<file path="src/rtl/tiles_pkg.sv">
// Shared definitions for the tile scroll/column-copy sequencer: register map,
// FSM states and status bit positions.
package tiles_pkg;

    localparam int ROWS_DEF        = 16;
    localparam int COL_BITS_DEF    = 6;
    localparam int OFFSET_BITS_DEF = 10;

    localparam logic [4:0] REG_STAGE_LAST = 5'd15;
    localparam logic [4:0] REG_COMMIT     = 5'd16;
    localparam logic [4:0] REG_SPEED      = 5'd17;
    localparam logic [4:0] REG_OFFSET     = 5'd18;
    localparam logic [4:0] REG_STATUS     = 5'd19;

    localparam int STAT_BUSY     = 0;
    localparam int STAT_REJECT   = 1;
    localparam int STAT_OVERFLOW = 2;

    typedef enum logic [1:0] {
        IDLE,
        ARMED,
        COPY
    } state_t;

endpackage

</file>
<file path="src/rtl/tile_scroll_ctrl_staging_ram.sv">
// Column staging register file: one write port, a CPU read port and a copy
// read port, both combinational.
module staging_ram
    import tiles_pkg::*;
#(
    parameter int ROWS = ROWS_DEF,
    parameter int DW   = 8,
    parameter int AW   = $clog2(ROWS)
) (
    input  logic          clk,
    input  logic          reset,
    input  logic          we_i,
    input  logic [AW-1:0] waddr_i,
    input  logic [DW-1:0] wdata_i,
    input  logic [AW-1:0] raddr_a_i,
    output logic [DW-1:0] rdata_a_o,
    input  logic [AW-1:0] raddr_b_i,
    output logic [DW-1:0] rdata_b_o
);

    logic [DW-1:0] mem_q [ROWS];

    always_ff @(posedge clk or posedge reset) begin
        if (reset) begin
            for (int i = 0; i < ROWS; i++) begin
                mem_q[i] <= '0;
            end
        end else if (we_i) begin
            mem_q[waddr_i] <= wdata_i;
        end
    end

    assign rdata_a_o = mem_q[raddr_a_i];
    assign rdata_b_o = mem_q[raddr_b_i];

endmodule

</file>
<file path="src/rtl/tile_scroll_ctrl.sv">
// Stages one tile column from the CPU and copies it into the tilemap at the
// next vertical blank, while advancing the fine scroll offset once per frame.
module tile_scroll_ctrl
    import tiles_pkg::*;
#(
    parameter int ROWS        = ROWS_DEF,
    parameter int COL_BITS    = COL_BITS_DEF,
    parameter int OFFSET_BITS = OFFSET_BITS_DEF
) (
    input  logic                   clk,
    input  logic                   reset,
    input  logic                   chipselect,
    input  logic                   write,
    input  logic [4:0]             address,
    input  logic [15:0]            writedata,
    output logic [15:0]            readdata,
    input  logic                   vblank_start,
    output logic [13:0]            tm_address,
    output logic                   tm_we,
    output logic [7:0]             tm_din,
    output logic [OFFSET_BITS-1:0] scroll_offset,
    output logic                   busy
);

    localparam int RB = $clog2(ROWS);

    state_t                 state_q, state_d;
    logic [RB-1:0]          row_q, row_d;
    logic [COL_BITS-1:0]    col_q, col_d;
    logic [OFFSET_BITS-1:0] speed_q, speed_d;
    logic [OFFSET_BITS-1:0] offset_q, offset_d;
    logic                   reject_q, reject_d;
    logic                   overflow_q, overflow_d;
    logic                   tm_we_q, tm_we_d;
    logic [13:0]            tm_addr_q, tm_addr_d;
    logic [7:0]             tm_din_q, tm_din_d;

    logic                   reg_wr;
    logic                   busy_c;
    logic                   copy_step;
    logic                   stg_we;
    logic [7:0]             stg_rdata_cpu;
    logic [7:0]             stg_rdata_copy;
    logic                   unused_wd;

    assign unused_wd = ^writedata[15:OFFSET_BITS];
    assign reg_wr    = chipselect & write;
    assign busy_c    = (state_q != IDLE);

    staging_ram #(
        .ROWS (ROWS),
        .DW   (8),
        .AW   (RB)
    ) u_staging (
        .clk       (clk),
        .reset     (reset),
        .we_i      (stg_we),
        .waddr_i   (address[RB-1:0]),
        .wdata_i   (writedata[7:0]),
        .raddr_a_i (address[RB-1:0]),
        .rdata_a_o (stg_rdata_cpu),
        .raddr_b_i (row_q),
        .rdata_b_o (stg_rdata_copy)
    );

    always_ff @(posedge clk or posedge reset) begin
        if (reset) begin
            state_q    <= IDLE;
            row_q      <= '0;
            col_q      <= '0;
            speed_q    <= '0;
            offset_q   <= '0;
            reject_q   <= 1'b0;
            overflow_q <= 1'b0;
            tm_we_q    <= 1'b0;
            tm_addr_q  <= '0;
            tm_din_q   <= '0;
        end else begin
            state_q    <= state_d;
            row_q      <= row_d;
            col_q      <= col_d;
            speed_q    <= speed_d;
            offset_q   <= offset_d;
            reject_q   <= reject_d;
            overflow_q <= overflow_d;
            tm_we_q    <= tm_we_d;
            tm_addr_q  <= tm_addr_d;
            tm_din_q   <= tm_din_d;
        end
    end

    always_comb begin
        state_d    = state_q;
        row_d      = row_q;
        col_d      = col_q;
        speed_d    = speed_q;
        offset_d   = offset_q;
        reject_d   = reject_q;
        overflow_d = overflow_q;
        tm_we_d    = 1'b0;
        tm_addr_d  = tm_addr_q;
        tm_din_d   = tm_din_q;
        stg_we     = 1'b0;
        copy_step  = 1'b0;

        // Staging and commit are frozen while a column is pending or copying.
        if (reg_wr) begin
            if (address <= REG_STAGE_LAST) begin
                if (busy_c) reject_d = 1'b1;
                else        stg_we   = 1'b1;
            end else if (address == REG_COMMIT) begin
                if (busy_c) begin
                    overflow_d = 1'b1;
                end else begin
                    col_d   = writedata[COL_BITS-1:0];
                    state_d = ARMED;
                end
            end else if (address == REG_SPEED) begin
                speed_d = writedata[OFFSET_BITS-1:0];
            end else if (address == REG_STATUS) begin
                if (writedata[STAT_REJECT])   reject_d   = 1'b0;
                if (writedata[STAT_OVERFLOW]) overflow_d = 1'b0;
            end
        end

        if (reg_wr && address == REG_OFFSET) begin
            offset_d = writedata[OFFSET_BITS-1:0];
        end else if (vblank_start) begin
            offset_d = offset_q + speed_q;
        end

        case (state_q)
            IDLE:    ;
            ARMED:   copy_step = vblank_start;
            COPY:    copy_step = 1'b1;
            default: state_d = IDLE;
        endcase

        // row_q is 0 on entry from ARMED, so the first tile is issued on the vblank edge itself.
        if (copy_step) begin
            tm_we_d   = 1'b1;
            tm_addr_d = 14'({row_q, col_q});
            tm_din_d  = stg_rdata_copy;
            row_d     = row_q + 1'b1;
            state_d   = (row_q == RB'(ROWS - 1)) ? IDLE : COPY;
        end
    end

    always_comb begin
        readdata = '0;
        if (address <= REG_STAGE_LAST) begin
            readdata = 16'(stg_rdata_cpu);
        end else if (address == REG_SPEED) begin
            readdata = 16'(speed_q);
        end else if (address == REG_OFFSET) begin
            readdata = 16'(offset_q);
        end else if (address == REG_STATUS) begin
            readdata = 16'({overflow_q, reject_q, busy_c});
        end
    end

    assign tm_we         = tm_we_q;
    assign tm_address    = tm_addr_q;
    assign tm_din        = tm_din_q;
    assign scroll_offset = offset_q;
    assign busy          = busy_c;

endmodule

</file>
<file path="config.mk">
export PLATFORM = sky130hd
export DESIGN_NAME = tile_scroll_ctrl
export DESIGN_NICKNAME = d
export VERILOG_FILES = /design/src/rtl/tiles_pkg.sv /design/src/rtl/tile_scroll_ctrl_staging_ram.sv /design/src/rtl/tile_scroll_ctrl.sv
export SDC_FILE = /design/constraint.sdc
export NUM_CORES = 1
export LEC_CHECK = 0
export BUFFER_PORTS_ARGS = -buffer_cell sky130_fd_sc_hd__buf_2
export CORE_ASPECT_RATIO = 0.7
export CORE_MARGIN = 4
export CORE_UTILIZATION = 30
export DETAILED_ROUTE_END_ITERATION = 6
export SYNTH_ARGS = -nofsm -noshare
export SYNTH_HDL_FRONTEND = slang
export SYNTH_SLANG_ARGS = --single-unit
</file>
<file path="constraint.sdc">
create_clock -name clk -period 14.3 [get_ports clk]
set_input_delay 2.86 -clock clk [delete_from_list [all_inputs] [get_ports clk]]
set_output_delay 2.86 -clock clk [all_outputs]
set_load 0.1 [all_outputs]
</file>
==> Yosys cells after proc, flatten, opt, wreduce, memory -nomap -nowiden <==
Cells that the tools add are included.
Widths: inputs -> output; s select.
{ "totals": {"reg_bits": 181, "inputBits": 26, "output_inout_bits": 50} }
{ "op_classes": {"n_addsub": 2, "order_cmp": 4, "eq_ne": 16, "muxes": 37, "bitwise": 6, "n_reduce_logical": 15} }
{ "op_table": {"columns": ["op", "count"], "rows": [
  ["$bwmux 128", 1],
  ["$bmux 8 s4", 2],
  ["$mux 10", 5],
  ["$mux 8", 5],
  ["$demux 8 s4", 1],
  ["$eq 5x5->1 const B", 4],
  ["$mux 1", 14],
  ["$mux 2", 7],
  ["$reduce_and 4->1", 3],
  ["$reduce_and 6->1", 2],
  ["$reduce_bool 2->1", 6],
  ["$add 10x10->10", 1],
  ["$ge 5x5->1 const B", 2],
  ["$not 4->5", 2],
  ["$ne 2x2->1 const B", 3],
  ["$ne 3x1->1 const B", 2],
  ["$le 5x4->1 const B", 1],
  ["$lt 5x1->1 const B", 1],
  ["$add 4x1->4 const B", 1],
  ["$eq 4x4->1 const B", 1],
  ["$ne 2x1->1 const B", 2],
  ["$mux 3", 1],
  ["$ne 3x2->1 const B", 1],
  ["$ne 3x3->1 const B", 1],
  ["8 further kinds", 11]
]} }

==> Longest topological paths before layout <==
{ "logic_depth": {"depth_word": 7, "mapped_depth": 8, "depth_no_buf": 7} }

==> Modules after synthesis <==
Synthesis repeated with hierarchy kept, for this count alone.
{ "unflattened": {"hier_cells": 747, "area_unflattened_um2": 9659.3} }
{ "by_module_without_submodules": {"columns": ["mod", "n_inst", "cells_each", "area_per_inst_um2"], "rows": [
  ["staging_ram", 1, 438, 6759.0],
  ["tile_scroll_ctrl", 1, 309, 2900.3]
]} }

==> Worst setup path before layout <==
No wires, ideal clock.
{ "synth_path": {"kind": "input -> output", "from": "in address[0]", "to": "out readdata[6]", "arrival_time_ns": 5.735, "required_ns": 11.440, "setup_slack_ns": 5.705, "cell_stages": 5, "path_buffers": 2, "cell_sequence": "buf_4 -> buf_2 -> mux4_2 -> mux2i_1 -> o21ai_0"} }
{ "synth_via": {"elab_chain_cells": 5, "elab_cells_between_ends": 10, "classes_between": "1 x order compare; 2 x eq/ne; 6 x mux; 1 x bitwise"} }
{ "synth_lines": {"columns": ["item", "line", "source"], "rows": [
  ["from (decl)", "tile_scroll_ctrl.sv:14", "input logic [4:0] address,"],
  ["$not 4->5 (not written as such)", "tile_scroll_ctrl_staging_ram.sv:33", "assign rdata_a_o = mem_q[raddr_a_i];"],
  ["$bmux 8 s4", "tile_scroll_ctrl_staging_ram.sv:33", null],
  ["$mux 8 (not written as such) (2 in a row)", "tile_scroll_ctrl_staging_ram.sv:33", null],
  ["$mux 10 (*)", "tile_scroll_ctrl.sv:151", "if (address <= REG_STAGE_LAST) begin"],
  ["to (decl)", "tile_scroll_ctrl.sv:16", "output logic [15:0] readdata,"]
]} }
Mark *: on every way between the ends. The rest lies on a longest branch, timed or not. The select of a mux whose other input is x is not followed.

==> Worst setup path in the final report <==
{ "layout_path": {"from": "in address[1]", "to": "out readdata[2]"} }
{ "layout_via": {"elab_chain_cells": 5, "elab_cells_between_ends": 12, "classes_between": "1 x order compare; 3 x eq/ne; 7 x mux; 1 x bitwise"} }
{ "layout_lines": {"columns": ["item", "line"], "rows": [
  ["$not 4->5 (not written as such) or $eq 5x5->1 (tied branches)", "tile_scroll_ctrl_staging_ram.sv:33, tile_scroll_ctrl.sv:157"],
  ["$bmux 8 s4 or $mux 3 (tied branches)", "tile_scroll_ctrl_staging_ram.sv:33, tile_scroll_ctrl.sv:157"],
  ["$mux 8 (not written as such) or $mux 10 (tied branches)", "tile_scroll_ctrl_staging_ram.sv:33, tile_scroll_ctrl.sv:155"],
  ["$mux 8 (not written as such) or $mux 10 (tied branches)", "tile_scroll_ctrl_staging_ram.sv:33, tile_scroll_ctrl.sv:153"],
  ["$mux 10 (*)", "tile_scroll_ctrl.sv:151"]
]} }
Marked as above.

==> out/metrics.cfg <==
[run_status]
status=finished clean

[setup_path]
crit_type=input port to output pin
crit_arrival_ns=5.49
worst_setup_path_end_kind=output pin
r2r_slack_ns=11.66
worstPathMaxFanout=51
required_ns=11.44
worstSetupStartpointType=input port

[floorplan]
dieWidth_um=224
die_area_mm2=0.0357
die_y_um=159
io-pin-count=76
rows=55
coreArea_mm2=0.0323
start_util_pct=30.4

[worst_hold_path]
hold_class=flip-flop to flip-flop

[clocking]
cts-htree-levels=4
path_clk_slew_ns=0.06
clk_path_buf_depth=2
cts_resized=0
cts_setup_buffers=0
clkSinkCount=181
cts_root_buf=clkbuf_16
cts_hold_buf=0
cts_buffers=17
insertion_delay_ns=0.44
cts_tree=yes

[routing]
ant_nets=0
drc=0
num_vias=6632
first_pass_iters=5
drt_iter0_drc=707
drt-total-wl_um=27500
wl_per_cell_um=22.2
viasPerCell=5.35

[sta]
maxSlewHeadroom_pct=30.4
tightest_slew_ns=1.04
slew_violations=0
rsz0062_at_grt=false
fin_tns_setup_ns=0
period_share_pct=58.4
skew_ns=0.0122
timing.final.hold_violations=0
fmax_mhz=120
period_needed_ns=8.35
setup_violations=0

[global_route]
grt_pass1_vias=6526
busiest_layer=met1
grt_pass1_wl_um=41700
grt_max_degree=110
use_met3_pct=4.22
grtUsageMet1_pct=22.8
overflow=0
gr-usage-met2_pct=22.6
track_usage_pct=15.4
antenna_found_initial=1

[power]
p_leak_uw=0.00508
ir_worst_vdd_mv=0.128
power_uw=2090
p_per_area_mw_per_mm2=189

[synthesis]
synth_cell_types=55
ys_ff_latch=181
synthArstFlopShare_pct=100
syn_area_mm2=0.00982
synth-warning-count=0
ys_seq_area_share_pct=46.1
synth_area_per_cell_um2=12.7
synth_edf_count=0
synthFlopType=dfrtp_1
syn_inst=771

[place]
hpwlAfterDp_um=18000
port_buffers=59
finalWeightedCongestion=0.791

[final_layout]
drive_above_1_share_pct=38.7
syn2layout_area_growth_pct=12.8
nNetsFinal=840
fillers=3178

[run]
max_cap_violations=0

## worst paths after layout
| path | start | to | cells past startpoint |
|---|---|---|---|
| worst max-delay path | address[1] | readdata[2] | 8 |
| worst min-delay path | col_q[0] | tm_address[0] | 2 |
| worst max register to register | state_q[0] | u_staging.mem_q[96] | 5 |
| worst min register to register | col_q[0] | tm_address[0] | 2 |
| max in group asynchronous | reset | u_staging.mem_q[96] | 3 |
| min in group asynchronous | reset | u_staging.mem_q[36] | 2 |
## per-stage QoR
step / util, % / cells / hold WS, ns / area (um2) / setup WS (ns)
detailed placement: 32.3 / 1207 / 0.458 / 10400 / 5.96
CTS: 34.3 / 1239 / 0.475 / 11100 / 5.94
global placement: 32.3 / 1207 / 0.459 / 10400 / 5.96
floorplan: - / 780 / 0.439 / 9850 / 5.71
finish: 34.3 / 1240 / 0.470 / 11100 / 5.95
global route: 34.3 / 1240 / 0.503 / 11100 / 5.80
## cells in the final DEF, fill, tap and decap left out, drive strengths merged, types with 3 or more instances in the layout
cell type,count
o221ai,3
o22a,5
nand4,3
nand2,61
mux2i,57
nor4,3
clkbuf,20
mux4,44
nand2b,5
inv,10
a22oi,14
a21oi,14
buf,68
nand3,10
o21ai,21
a2bb2oi,7
o211ai,3
nor2b,5
clkinvlp,3
nor3b,3
bufinv,4
ha,14
conb,10
mux2,148
a31oi,3
a21o,4
xor2,3
o22ai,14
clkinv,4
nor3,11
nor2,20
nand3b,8
dfrtp,181
xnor2,6
a221oi,5
## per-layer routing
layer	vias to the layer above	routed length, um
met4	0	214
met5	-	0
met3	17	2170
met2	221	12400
li1	2918	-
met1	3476	12800
## power by group
group / switching, uW / internal [uW]
clock: 211 / 307
combinational: 603 / 257
sequential: 94.4 / 617
total: 908 / 1180
## critical path: stages
cell and delay [ns]:
buf_2 0.07, buf_4 0.61, nor2b_1 0.38, nand2_1 0.33, nor2_1 0.07, or4_1 0.46, o211ai_1 0.19, buf_2 0.49
## kinds of logic (layout without fill, tap and decap cells)
family	Yosys count	in the layout	share of synthesized area (%)
muxes	249	249	33.1
adders and majority gates	15	15	1.99
xor gates and xnor gates	9	9	0.803
and+or+nand+nor	140	140	7.52
AOI/OAI and AO/OA	99	99	6.77
DFF	181	181	46.1
buffers and inverters	77	109	3.66
other	1	11	0.0382
## state kept, by name (all words and copies together) (netlist names)
register and count:
u_staging.mem_q 128, scroll_offset 10, speed_q 10, tm_address 10, tm_din 8, col_q 6
row_q 4, state_q 2, overflow_q 1, reject_q 1, tm_we 1
## synthesized netlist by cell type (all sizes together) (3+ instances only)
| cell type | count | area share [%] |
|---|---|---|
| nor4 | 3 | 0.41 |
| a22oi | 14 | 1.1 |
| mux2i | 57 | 5.8 |
| ha | 14 | 1.8 |
| o22a | 5 | 0.45 |
| o21ai | 21 | 1.1 |
| o22ai | 14 | 0.89 |
| o211ai | 3 | 0.23 |
| a221oi | 5 | 0.45 |
| inv | 9 | 0.34 |
| nand2 | 61 | 2.4 |
| nand3b | 8 | 0.61 |
| dfrtp | 181 | 46 |
| nand3 | 10 | 0.51 |
| a31oi | 3 | 0.19 |
| clkbuf | 31 | 1.2 |
| a2bb2oi | 7 | 0.62 |
| nor2b | 5 | 0.32 |
| xor2 | 3 | 0.27 |
| nor3b | 3 | 0.23 |
| buf | 37 | 2.1 |
| nor3 | 11 | 0.66 |
| nand4 | 3 | 0.19 |
| o221ai | 3 | 0.27 |
| xnor2 | 6 | 0.54 |
| a21o | 4 | 0.31 |
| nand2b | 5 | 0.32 |
| nor2 | 20 | 0.99 |
| mux2 | 148 | 17 |
| mux4 | 44 | 10 |
| a21oi | 14 | 0.71 |
## layout make-up
cell class	instances	area, um2	area share [%]
tap	427	534	4.82
clock inverter	12	175	1.58
antenna	1	2.50	0.0226
clock buffer	20	467	4.21
timing repair buffer	68	363	3.28
sequential	181	4530	40.9
multi-input combinational	522	4960	44.8
inverter	9	41.3	0.373
(Power assumes the default switching activity.)
